<file path="src/rtl/mux_4_32_rr_arb.sv">
// ---------------------------------------------------------------------------
// mux_4_32_rr_arb
//
// Round-robin burst arbiter that drives the select/enable pair of the 4:1
// 32-bit output mux. One of four requesters holds the grant for a burst. The
// grant is released on one of three events:
//   - a beat that carries last,
//   - a beat that hits the burst-length cap,
//   - the granted requester withdrawing its request.
// After a release, the priority pointer moves just past the previous holder.
//
// Ports:
//   clk        in   single clock, rising edge
//   rst_n      in   asynchronous active-low reset
//   req[3:0]   in   per-source request
//   last[3:0]  in   per-source end-of-burst marker (only granted bit used)
//   out_ready  in   downstream accepts the mux output this cycle
//   select     out  index of granted source (registered)
//   enable     out  mux output enable, high while a grant is held (registered)
//   grant[3:0] out  one-hot grant, zero when idle (registered)
//   beat_cnt   out  beats transferred in the current grant (registered)
// ---------------------------------------------------------------------------
module mux_4_32_rr_arb #(
  parameter int BURST_MAX = 16,
  parameter int CNT_W     = 5
) (
  input  logic             clk,
  input  logic             rst_n,
  input  logic [3:0]       req,
  input  logic [3:0]       last,
  input  logic             out_ready,
  output logic [1:0]       select,
  output logic             enable,
  output logic [3:0]       grant,
  output logic [CNT_W-1:0] beat_cnt
);

  localparam logic [CNT_W-1:0] CNT_LAST = CNT_W'(BURST_MAX - 1);

  typedef enum logic {
    ST_IDLE  = 1'b0,
    ST_GRANT = 1'b1
  } state_t;

  state_t     state_reg;
  logic [1:0] ptr_reg;

  logic       sel_req;
  logic       beat;
  logic       release_now;
  logic [1:0] arb_base;
  logic [3:0] rot_req;
  logic       arb_found;
  logic [1:0] arb_offset;
  logic [1:0] arb_idx;

  assign sel_req = req[select];
  assign beat    = enable & out_ready & sel_req;

  // Withdrawal releases regardless of out_ready. last and the cap release
  // only on an actual beat.
  assign release_now = (state_reg == ST_GRANT) &
                       (~sel_req | (beat & (last[select] | (beat_cnt == CNT_LAST))));

  // In GRANT the only arbitration that matters happens on release, and it
  // uses the post-release order (holder + 1 first). In IDLE the stored
  // pointer is used as-is.
  assign arb_base = (state_reg == ST_GRANT) ? (select + 2'd1) : ptr_reg;

  // Rotate requests so that bit 0 is the highest-priority source.
  generate
    for (genvar gi = 0; gi < 4; gi++) begin : g_rot
      assign rot_req[gi] = req[arb_base + 2'(gi)];
    end
  endgenerate

  always_comb begin
    arb_found  = |rot_req;
    arb_offset = 2'd0;
    // Descending scan leaves the lowest set offset.
    for (int k = 3; k >= 0; k--) begin
      if (rot_req[k]) begin
        arb_offset = 2'(k);
      end
    end
    arb_idx = arb_base + arb_offset;
  end

  always_ff @(posedge clk or negedge rst_n) begin
    if (!rst_n) begin
      state_reg <= ST_IDLE;
      ptr_reg   <= 2'd0;
      select    <= 2'd0;
      enable    <= 1'b0;
      grant     <= 4'b0000;
      beat_cnt  <= '0;
    end else begin
      case (state_reg)
        ST_IDLE: begin
          if (arb_found) begin
            state_reg <= ST_GRANT;
            select    <= arb_idx;
            enable    <= 1'b1;
            grant     <= 4'b0001 << arb_idx;
          end
        end
        ST_GRANT: begin
          if (release_now) begin
            ptr_reg  <= select + 2'd1;
            beat_cnt <= '0;
            if (arb_found) begin
              // Back-to-back handover, no idle bubble.
              select <= arb_idx;
              grant  <= 4'b0001 << arb_idx;
            end else begin
              // select keeps its last value while idle.
              state_reg <= ST_IDLE;
              enable    <= 1'b0;
              grant     <= 4'b0000;
            end
          end else if (beat) begin
            beat_cnt <= beat_cnt + CNT_W'(1);
          end
        end
        default: begin
          state_reg <= ST_IDLE;
          enable    <= 1'b0;
          grant     <= 4'b0000;
        end
      endcase
    end
  end

endmodule

</file>
<file path="config.mk">
export PLATFORM = sky130hd
export DESIGN_NAME = mux_4_32_rr_arb
export DESIGN_NICKNAME = d
export VERILOG_FILES = /design/src/rtl/mux_4_32_rr_arb.sv
export SDC_FILE = /design/constraint.sdc
export NUM_CORES = 1
export LEC_CHECK = 0
export CAP_MARGIN = 30
export CELL_PAD_IN_SITES_DETAIL_PLACEMENT = 0
export CELL_PAD_IN_SITES_GLOBAL_PLACEMENT = 1
export CORE_UTILIZATION = 38
export DETAILED_ROUTE_END_ITERATION = 10
export GPL_TIMING_DRIVEN = 0
export PLACE_DENSITY_LB_ADDON = 0.1
export SLEW_MARGIN = 20
export SYNTH_ARGS = -nofsm -noshare
export SYNTH_HDL_FRONTEND = slang
export SYNTH_SLANG_ARGS = --single-unit
</file>
<file path="constraint.sdc">
create_clock -name clk -period 2.6 [get_ports clk]
set_input_delay 0.78 -clock clk [delete_from_list [all_inputs] [get_ports clk]]
set_output_delay 0.78 -clock clk [all_outputs]
set_load 0.005 [all_outputs]
</file>
==> results.yml, run 1 <==
hold_path:
  hold_end: "beat_cnt[4]"
  holdPathStages: 2
  min_from: "beat_cnt[4]"
  hold_path_class: "reg -> reg"
power:
  p_sw_uw: 782
  p_sw_frac: 0.434
  leakage_nw: 0.602
  pwr-share-comb: 0.703
  seqPwrFrac: 0.217
  vdd_drop_max_uv: 826
  intPower_mw: 1.02
  p_total_mw: 1.80
  clockPowerShare: 0.081
  power.density_nw_per_um2: 1200
floorplan:
  fp.dieW_microns: 55.7
  die_h_microns: 55.7
  dieArea_sq_um: 3110
  fp-row-count: 19
  start_util: 0.401
  core_region_area_sq_um: 2730
  num_io_pins: 23
cts:
  clock_sinks: 15
  hold_buffers: 0
  cts_htree_levels: 1
  path_clk_slew_ns: 0.09
  cts_tree: "yes"
  clk_path_buf_depth: 2
  cts_root_buffer: "clkbuf_4"
  numCtsBuffers: 3
  clk_latency_ns: 0.30
final_layout:
  area_growth_pct: 36.5
  n_fill_cell: 254
  largest_reg_flops: 5
  top_regs: "beat_cnt x5, grant x4"
  final_cells: 177
  drive_above_1_share: 0.219
  final_area_sq_um: 1500
  final_nets: 161
  diodes: 0
  largest-register: "beat_cnt"
synth:
  syn_inst: 121
  synth_area_sq_um: 1100
  synthDistinctLibCells: 48
  synth_common_cells: "dfrtp_1, nand2_1, nand3_1"
  synth_edf_count: 0
  netlist_top_cells_area: "dfrtp_1, mux4_2, nand2_1, nand3_1, ha_1"
  ys_seq_elements: 15
  synth_largest_area_cell: "dfrtp_1"
  synth_ff_type: "dfrtp_1"
  yosysMostFrequentCell: "dfrtp_1"
  ys_warn_count: 0
  ys_seq_area_frac: 0.342
  synth_top_area_share: 0.342
  synth_async_sr_flop_share: 1.00
  syn_nets: 135
  syn_area_per_cell_sq_um: 9.07
route:
  drc: 0
  ant_nets: 0
  vias: 1042
  routed_wl_microns: 2840
  drt_first_iter_violations: 23
  viasPerCell: 5.89
  dr.pass1.iters: 4
  routedWlPerCell_microns: 16.1
global_route:
  grtUsageTotal: 0.199
  first_global_vias: 1070
  grt_use_met3: 0.0465
  met1_usage: 0.265
  antenna_found_initial: 0
  grt_max_degree: 16
  grt_overflow: 0
  met2_usage: 0.332
  busiest_layer: "met2"
  grt_pass1_wl_microns: 4890
placement:
  post_dp_cell_area_sq_um: 1340
  post-place-cells: 172
  dp_hpwl_microns: 2030
  port_buffers: 20
  place.gp.congestion: 0.788
  dp_slack_ns: -0.730
worst_setup_path:
  crit_type: "in -> reg"
  cp_max_fo: 8
  crit_arrival_ns: 2.58
  worst_ep_required_time_ns: 2.79
  r2r_slack_ns: 0.21
  r2r_end: "grant[0]"
  ff2ff_path_depth: 10
  start_kind: "primary input"
  endpoint_kind: "flop"
  rr_startpoint: "select[0]"
job:
  maxCapViolCount: 0
timing:
  fmax_ghz: 0.418
  rsz0062_at_grt: "false"
  min_period_ns: 2.39
  drv_slew: 0
  fin_crit_sh: 0.920
  fin_ws_ns: 0.207
  tns_ns: 0
  slew_headroom: 0.548
  final-hold-violation-count: 0
  worst_pin_slew_ns: 0.676
  setup_viol: 0
  skew_ns: 0.00784
outcome:
  outcome: "complete, no violations"
## cell type report
| class | count | area [sq um] | area share |
|---|---|---|---|
| Sequential cell | 15 | 377 | 0.251 |
| Clock inverter | 1 | 7.51 | 0.00501 |
| Buffer | 4 | 33.8 | 0.0226 |
| Timing Repair Buffer | 21 | 205 | 0.137 |
| Tap cell | 31 | 38.8 | 0.0259 |
| Inverter | 8 | 30.0 | 0.0201 |
| Multi-Input combinational cell | 94 | 783 | 0.523 |
| Clock buffer | 3 | 22.5 | 0.0150 |
## worst max-delay path by stage
stage	cells after the start	to	startpoint	slack, ns
floorplan	9	select[1]	req[2]	0.15
global placement	10	grant[1]	req[2]	-0.76
global route	10	grant[0]	select[0]	0.03
finish	5	ptr_reg[1]	last[3]	0.21
detailed placement	10	grant[1]	req[2]	-0.73
CTS	10	grant[0]	req[2]	0.0003
## logic make-up after synthesis
logic type,after synthesis,synth area share
buffers and inverters,12,0.0479
and+or+nand+nor,45,0.218
xor gates and xnor gates,3,0.0308
DFF,15,0.342
AOI/OAI and AO/OA,39,0.267
adders and majority gates,3,0.0342
muxes,4,0.0604
## placed cells by master (no fill, tap or decap), types with 2 or more instances in the layout
master,instances
clkdlybuf4s50_1,18
dfrtp_1,14
nand2_1,11
nand3_1,8
nand2b_1,6
inv_1,6
o21ai_1,6
nor2_1,5
a21oi_1,4
nor3_1,3
a31oi_1,3
o41ai_2,3
clkbuf_4,3
or2_1,2
clkbuf_1,2
and3_1,2
mux4_2,2
o21ai_2,2
xnor2_4,2
o31ai_1,2
ha_1,2
## metrics by stage
stage / hold slack (ns) / util
2_1_floorplan: 0.484 / -
3_3_place_gp: 0.486 / 0.489
3_5_place_dp: 0.486 / 0.489
4_1_cts: 0.517 / 0.531
5_1_grt: 0.561 / 0.548
6_report: 0.509 / 0.548
## what timing repair did
item,in CTS,in global routing
pin swaps,2,3
resized for setup,14,11
buffers inserted,1,0
endpoints found under the setup margin,5,5
## metal layers
metal / up-vias / routed length (microns) / share of wire
li1: 511 / - / -
met1: 507 / 1370 / 0.48
met2: 22 / 1340 / 0.47
met3: 2 / 121 / 0.043
met4: 0 / 12 / 0.0042
met5: - / 0 / 0
## critical path, stage by stage
cell	delay, ns
clkdlybuf4s50_1	0.41
mux4_2	0.50
o21ba_1	0.21
o21ai_2	0.33
mux2_1	0.35
## power groups by stage
stage / combinational [mW] / sequential, mW / clock, mW
floorplan: 0.656 / 0.384 / 0
global placement: 0.931 / 0.389 / 0
detailed placement: 0.941 / 0.392 / 0
CTS: 1.14 / 0.389 / 0.150
global route: 1.38 / 0.401 / 0.158
finish: 1.27 / 0.390 / 0.145
Note: power is estimated with default switching activity, not from simulation.
==> run 2, diff against run 1 <==
--- a/config.mk
+++ b/config.mk
@@ -5,7 +5,7 @@
 export SDC_FILE = /design/constraint.sdc
 export NUM_CORES = 1
 export LEC_CHECK = 0
-export CAP_MARGIN = 30
+export CAP_MARGIN = 25
 export CELL_PAD_IN_SITES_DETAIL_PLACEMENT = 0
 export CELL_PAD_IN_SITES_GLOBAL_PLACEMENT = 1
 export CORE_UTILIZATION = 38
==> results of run 2 <==
Same layout as run 1: the final DEF is identical, and so are final timing and power.
